File: config.mk
export PLATFORM = sky130hd
export DESIGN_NAME = vfd_freq_meas
export DESIGN_NICKNAME = d
export VERILOG_FILES = /design/src/rtl/vfd_freq_meas.sv
export SDC_FILE = /design/constraint.sdc
export NUM_CORES = 1
export LEC_CHECK = 0
export CAP_MARGIN = 10
export CELL_PAD_IN_SITES_DETAIL_PLACEMENT = 1
export CELL_PAD_IN_SITES_GLOBAL_PLACEMENT = 1
export CORE_MARGIN = 4
export CORE_UTILIZATION = 40
export CTS_CLUSTER_DIAMETER = 200
export DETAILED_ROUTE_END_ITERATION = 8
export PLACE_DENSITY = 0.73
export SETUP_SLACK_MARGIN = 0.5
export SLEW_MARGIN = 15
export SYNTH_ARGS = -nofsm -noshare
export SYNTH_HDL_FRONTEND = slang
export SYNTH_SLANG_ARGS = --single-unit
export TNS_END_PERCENT = 10
File: constraint.sdc
create_clock -name clk_sys -period 9 [get_ports clk_sys]
set_input_delay 0.9 -clock clk_sys [delete_from_list [all_inputs] [get_ports clk_sys]]
set_output_delay 0.9 -clock clk_sys [all_outputs]
set_load 0.01 [all_outputs]
File: src/rtl/vfd_freq_meas.sv
// vfd_freq_meas: square-wave frequency meter, reports CLK_HZ / period in Hz, 0 Hz on stall
module vfd_freq_meas #(
    parameter logic [31:0] CLK_HZ  = 32'd50_000_000,
    parameter logic [31:0] TIMEOUT = 32'd50_000_000
) (
    input  logic       clk_sys,
    input  logic       rst_n,
    input  logic       sig_in,
    output logic [9:0] freq,
    output logic       freq_vld,
    output logic       meas_ok
);
    localparam logic [1:0] S_WAIT = 2'd0;
    localparam logic [1:0] S_CNT  = 2'd1;
    localparam logic [1:0] S_DIV  = 2'd2;
    localparam logic [1:0] S_OUT  = 2'd3;
    logic        r_s1, r_s2, r_s3;
    logic [31:0] r_cnt, r_div, r_rem, r_quo;
    logic [4:0]  r_bit;
    logic [1:0]  r_state;
    logic [9:0]  r_freq;
    logic        r_vld, r_ok;
    logic        w_rise, w_to, w_ge;
    logic [32:0] w_trial, w_sub;
    assign w_rise   = r_s2 & ~r_s3;
    assign w_to     = (r_cnt == TIMEOUT);
    assign w_trial  = {r_rem, r_quo[31]};
    assign w_sub    = w_trial - {1'b0, r_div};
    assign w_ge     = ~w_sub[32];
    assign freq     = r_freq;
    assign freq_vld = r_vld;
    assign meas_ok  = r_ok;
    // synchronize the asynchronous input and keep one extra stage for edge detection
    always_ff @(posedge clk_sys or negedge rst_n) begin
        if (!rst_n) begin
            r_s1 <= 1'b0;
            r_s2 <= 1'b0;
            r_s3 <= 1'b0;
        end else begin
            r_s1 <= sig_in;
            r_s2 <= r_s1;
            r_s3 <= r_s2;
        end
    end
    // free-running period counter, restarted by every rise and saturating at TIMEOUT
    always_ff @(posedge clk_sys or negedge rst_n) begin
        if (!rst_n)
            r_cnt <= 32'd0;
        else
            r_cnt <= w_rise ? 32'd1 : (w_to ? r_cnt : r_cnt + 32'd1);
    end
    // measurement FSM: latch period, restoring divide one bit per cycle, publish saturated result
    always_ff @(posedge clk_sys or negedge rst_n) begin
        if (!rst_n) begin
            r_state <= S_WAIT;
            r_div   <= 32'd0;
            r_rem   <= 32'd0;
            r_quo   <= 32'd0;
            r_bit   <= 5'd0;
            r_freq  <= 10'd0;
            r_vld   <= 1'b0;
            r_ok    <= 1'b0;
        end else begin
            r_vld <= 1'b0;
            case (r_state)
                S_WAIT: r_state <= w_rise ? S_CNT : S_WAIT;
                S_CNT: begin
                    if (w_rise) begin
                        r_div   <= r_cnt;
                        r_rem   <= 32'd0;
                        r_quo   <= CLK_HZ;
                        r_bit   <= 5'd0;
                        r_state <= S_DIV;
                    end else if (w_to) begin
                        r_freq  <= 10'd0;
                        r_ok    <= 1'b0;
                        r_vld   <= 1'b1;
                        r_state <= S_WAIT;
                    end
                end
                S_DIV: begin
                    r_rem   <= w_ge ? w_sub[31:0] : w_trial[31:0];
                    r_quo   <= {r_quo[30:0], w_ge};
                    r_bit   <= r_bit + 5'd1;
                    r_state <= (r_bit == 5'd31) ? S_OUT : S_DIV;
                end
                default: begin
                    r_freq  <= (|r_quo[31:10]) ? 10'd1023 : r_quo[9:0];
                    r_ok    <= 1'b1;
                    r_vld   <= 1'b1;
                    r_state <= S_CNT;
                end
            endcase
        end
    end
endmodule

==> out/metrics.csv <==
stage;metric;value;unit
timing;final setup vio count;0;
setup_path;CP Class;register to register;
die;Die Ht;151;um
clock_network;CTS sink cnt;150;
timing;final hold vios;0;
cells_and_area;Final Cell Area;9180;um^2
yosys;post-synthesis cell count;952;
power_and_ir_drop;Power Total;3.13;mW
setup_path;slowest cell on the critical path;xnor2_2;
yosys;multiplexer share of the synthesized area;0.00504;
yosys;YS warnings;0;
die;chip width;151;um
power_and_ir_drop;P per Cell Area;341;nW/um^2
cells_and_area;Ant. Diodes;0;
cells_and_area;Area Overhead vs Synth;12.0;%
run_status;status;finished, final reports clean;
global_routing;all-layer global routing usage;0.208;
power_and_ir_drop;LEAKAGE;4.10;nW
clock_network;Longest Clk Path Bufs;2;
cells_and_area;Nets;983;
setup_path;Critical Path Fanout Max;17;
yosys;Seq/Total Area, Yosys;0.458;
timing;crit share post-route;0.448;
detailed_routing;initial DRC count;370;
timing;FMAX;248;MHz
detailed_routing;Post-DRT Antenna Nets;0;
clock_network;Hold Buf Count CTS;0;
yosys;XOR/XNOR Fraction of Synth Area;0.0586;
setup_path;Worst Path Arrival;4.36;ns
global_routing;first-pass GRT wire length;37.5;mm
die;Site Rows;52;
yosys;synthesized flop and latch total;150;
die;Core Area;20200;um^2
placed_design;Place WS;4.99;ns
yosys;asr flop ratio synth;1.00;
timing;post-route minimum period;4.03;ns
setup_path;CP required;9.33;ns
detailed_routing;first-pass detailed-route iteration total;4;
clock_network;Clk pin slew, worst setup/hold paths;0.07;ns
detailed_routing;drt total wl;22.2;mm
die;io pins;15;
yosys;Compound-Gate Fraction of Synth Area;0.140;
placed_design;port bufs;14;
die;Initial Util;0.406;
detailed_routing;Avg Vias per Cell;5.53;
setup_path;r2r setup slk;4.97;ns
detailed_routing;via count;6774;
clock_network;total CTS buffers;17;
yosys;largest family of logic cells by synthesized area;simple AND/OR/NAND/NOR gates;
timing;setup ws final;4.97;ns
setup_path;crit-path max cell delay;0.74;ns
placed_design;Placement Cell Area;8560;um^2
detailed_routing;drt drc;0;
clock_network;H-tree depth;4;
placed_design;detailed placement HPWL;14.8;mm
detailed_routing;Avg WL per Cell;18.1;um
yosys;Synth Area in Adders;0.0574;
clock_network;CTS resizes;0;
yosys;Syn Nets;992;
die;die area;22800;um^2
setup_path;CP startpoint kind;register;
global_routing;vias in the first global route;7187;
setup_path;worst-path cell chain;inv_1 -> ha_1 -> inv_1 -> fa_1 -> a21oi_1 -> o221ai_2 -> a21oi_1 -> o221ai_2 -> a21oi_2 -> o21ai_4 -> xnor2_2 -> buf_4 -> nand3_1 -> o311ai_0;
clock_network;CTS tree;built;
global_routing;initial antenna violation count;0;
timing;Slew headroom;0.368;
yosys;Simple-Gate Fraction of Synth Area;0.233;
timing;Slew @ Worst Pin;0.944;ns
yosys;Post-Syn Area per Cell;8.61;um^2
clock_network;setup bufs post-CTS;0;
yosys;EDFF count, synth;0;
timing;Slew Limit Fails;0;
worst_hold_path;worst hold stages;0;
clock_network;root buf cell;clkbuf_16;
cells_and_area;layout cells sized above 1;0.0586;
global_routing;largest net degree at the start of global routing;85;
yosys;Mapped Area;8190;um^2
worst_hold_path;Hold WC Path Type;register to register;
cells_and_area;Layout Cells excl Fill;1226;
placed_design;Placed Cells;1194;
setup_path;Reg2Reg Depth;14;
timing;final hold slack;0.369;ns
timing;Sum Neg Setup Slack;0;ns
cells_and_area;Filler cells;2421;
run;Max-Cap Viols;0;
timing;RSZ-0062 raised after global routing;false;
setup_path;CP Capture Type;register;
clock_network;worst skew pair latency;0.45;ns
timing;clk_skew;0.0129;ns
global_routing;GRT Residual Overflow;0;
yosys;Main synth FF type;dfrtp_1;
power_and_ir_drop;Peak supply drop;0.168;mV
placed_design;gpl congestion;0.824;
yosys;Yosys cell types;54;
cells_and_area;final core occ;0.455;
-- worst max-delay path, delay by kind of cell, from the launching register on --
family                   cells  cell delay (ns)
AO/OA/AOI/OAI                7             1.55
flip-flops                   1             0.37
buffers and inverters        3             0.55
adder cells (fa/ha/maj)      2             0.60
AND/OR/NAND/NOR              1             0.10
XOR/XNOR                     1             0.74
-- flip-flops by register name (all words and copies together), names as in the netlist --
| signal | cells |
|---|---|
| r_div | 32 |
| r_s1 | 1 |
| r_state | 2 |
| freq_vld | 1 |
| r_cnt | 32 |
| meas_ok | 1 |
| freq | 10 |
| r_s3 | 1 |
| r_quo | 32 |
| r_s2 | 1 |
| r_bit | 5 |
| r_rem | 32 |
-- path summary, 6_finish.rpt --
kind | from | to
max | r_quo[31] | r_rem[6]
min | r_s1 | r_s2
max reg2reg | r_quo[31] | r_rem[6]
min reg2reg | r_s1 | r_s2
max in group asynchronous | rst_n | r_cnt[17]
min in group asynchronous | rst_n | meas_ok
-- logic make-up (layout without fill, tap and decap cells) --
kind of cell,count (synthesis),count (layout)
xor gates and xnor gates,54,54
DFF,150,150
buffers and inverters,99,103
muxes,4,4
AOI/OAI and AO/OA,194,194
and+or+nand+nor,414,414
adders and majority gates,37,37
-- metal layers --
metal / track usage / vias to the layer above / share of wire
met4: 0.0553 / 0 / 0.013
met2: 0.357 / 64 / 0.50
li1: - / 3276 / -
met1: 0.270 / 3412 / 0.46
met5: 0 / - / 0
met3: 0.0395 / 22 / 0.023
-- Yosys cell counts (15+ instances only) --
| cell | number | area share |
|---|---|---|
| nand2_1 | 142 | 0.065 |
| nand3_1 | 109 | 0.067 |
| clkbuf_1 | 37 | 0.017 |
| nand4_1 | 15 | 0.011 |
| xor2_1 | 32 | 0.034 |
| dfrtp_1 | 150 | 0.46 |
| nor2_1 | 85 | 0.039 |
| ha_1 | 36 | 0.055 |
| xnor2_1 | 21 | 0.022 |
| a21oi_1 | 47 | 0.029 |
| inv_1 | 47 | 0.022 |
| o21ai_0 | 87 | 0.053 |
-- where the power goes --
group          total, mW  switching [mW]  internal, mW
Clock              0.770           0.327         0.443
Sequential         0.955           0.130         0.826
Combinational       1.40           0.872         0.533
Total               3.13            1.33          1.80
-- cell usage in the layout, fill, tap and decap left out, types with 6 or more instances in the layout --
master | netlist | layout
xnor2_1 | 21 | 20
clkbuf_16 | 0 | 17
nand4_1 | 15 | 15
buf_4 | 3 | 10
nand2_1 | 142 | 142
o21ai_0 | 87 | 87
nor4_1 | 10 | 10
inv_1 | 47 | 47
and3_1 | 13 | 13
nor3_1 | 6 | 6
nor2_1 | 85 | 85
a31oi_1 | 6 | 6
xor2_1 | 32 | 32
a21o_1 | 8 | 8
clkdlybuf4s50_1 | 0 | 13
dfrtp_1 | 150 | 150
nand3_1 | 109 | 109
ha_1 | 36 | 36
a21oi_1 | 47 | 47
-- layout make-up --
cell class,count,area [um^2],share of cell area
tap,270,338,0.0368
inverter,47,176,0.0192
multi-input combinational,703,4070,0.444
timing repair buffer,24,216,0.0236
sequential,150,3750,0.409
clock inverter,15,193,0.0210
clock buffer,17,425,0.0464
Power figures use the tool's default switching activity.
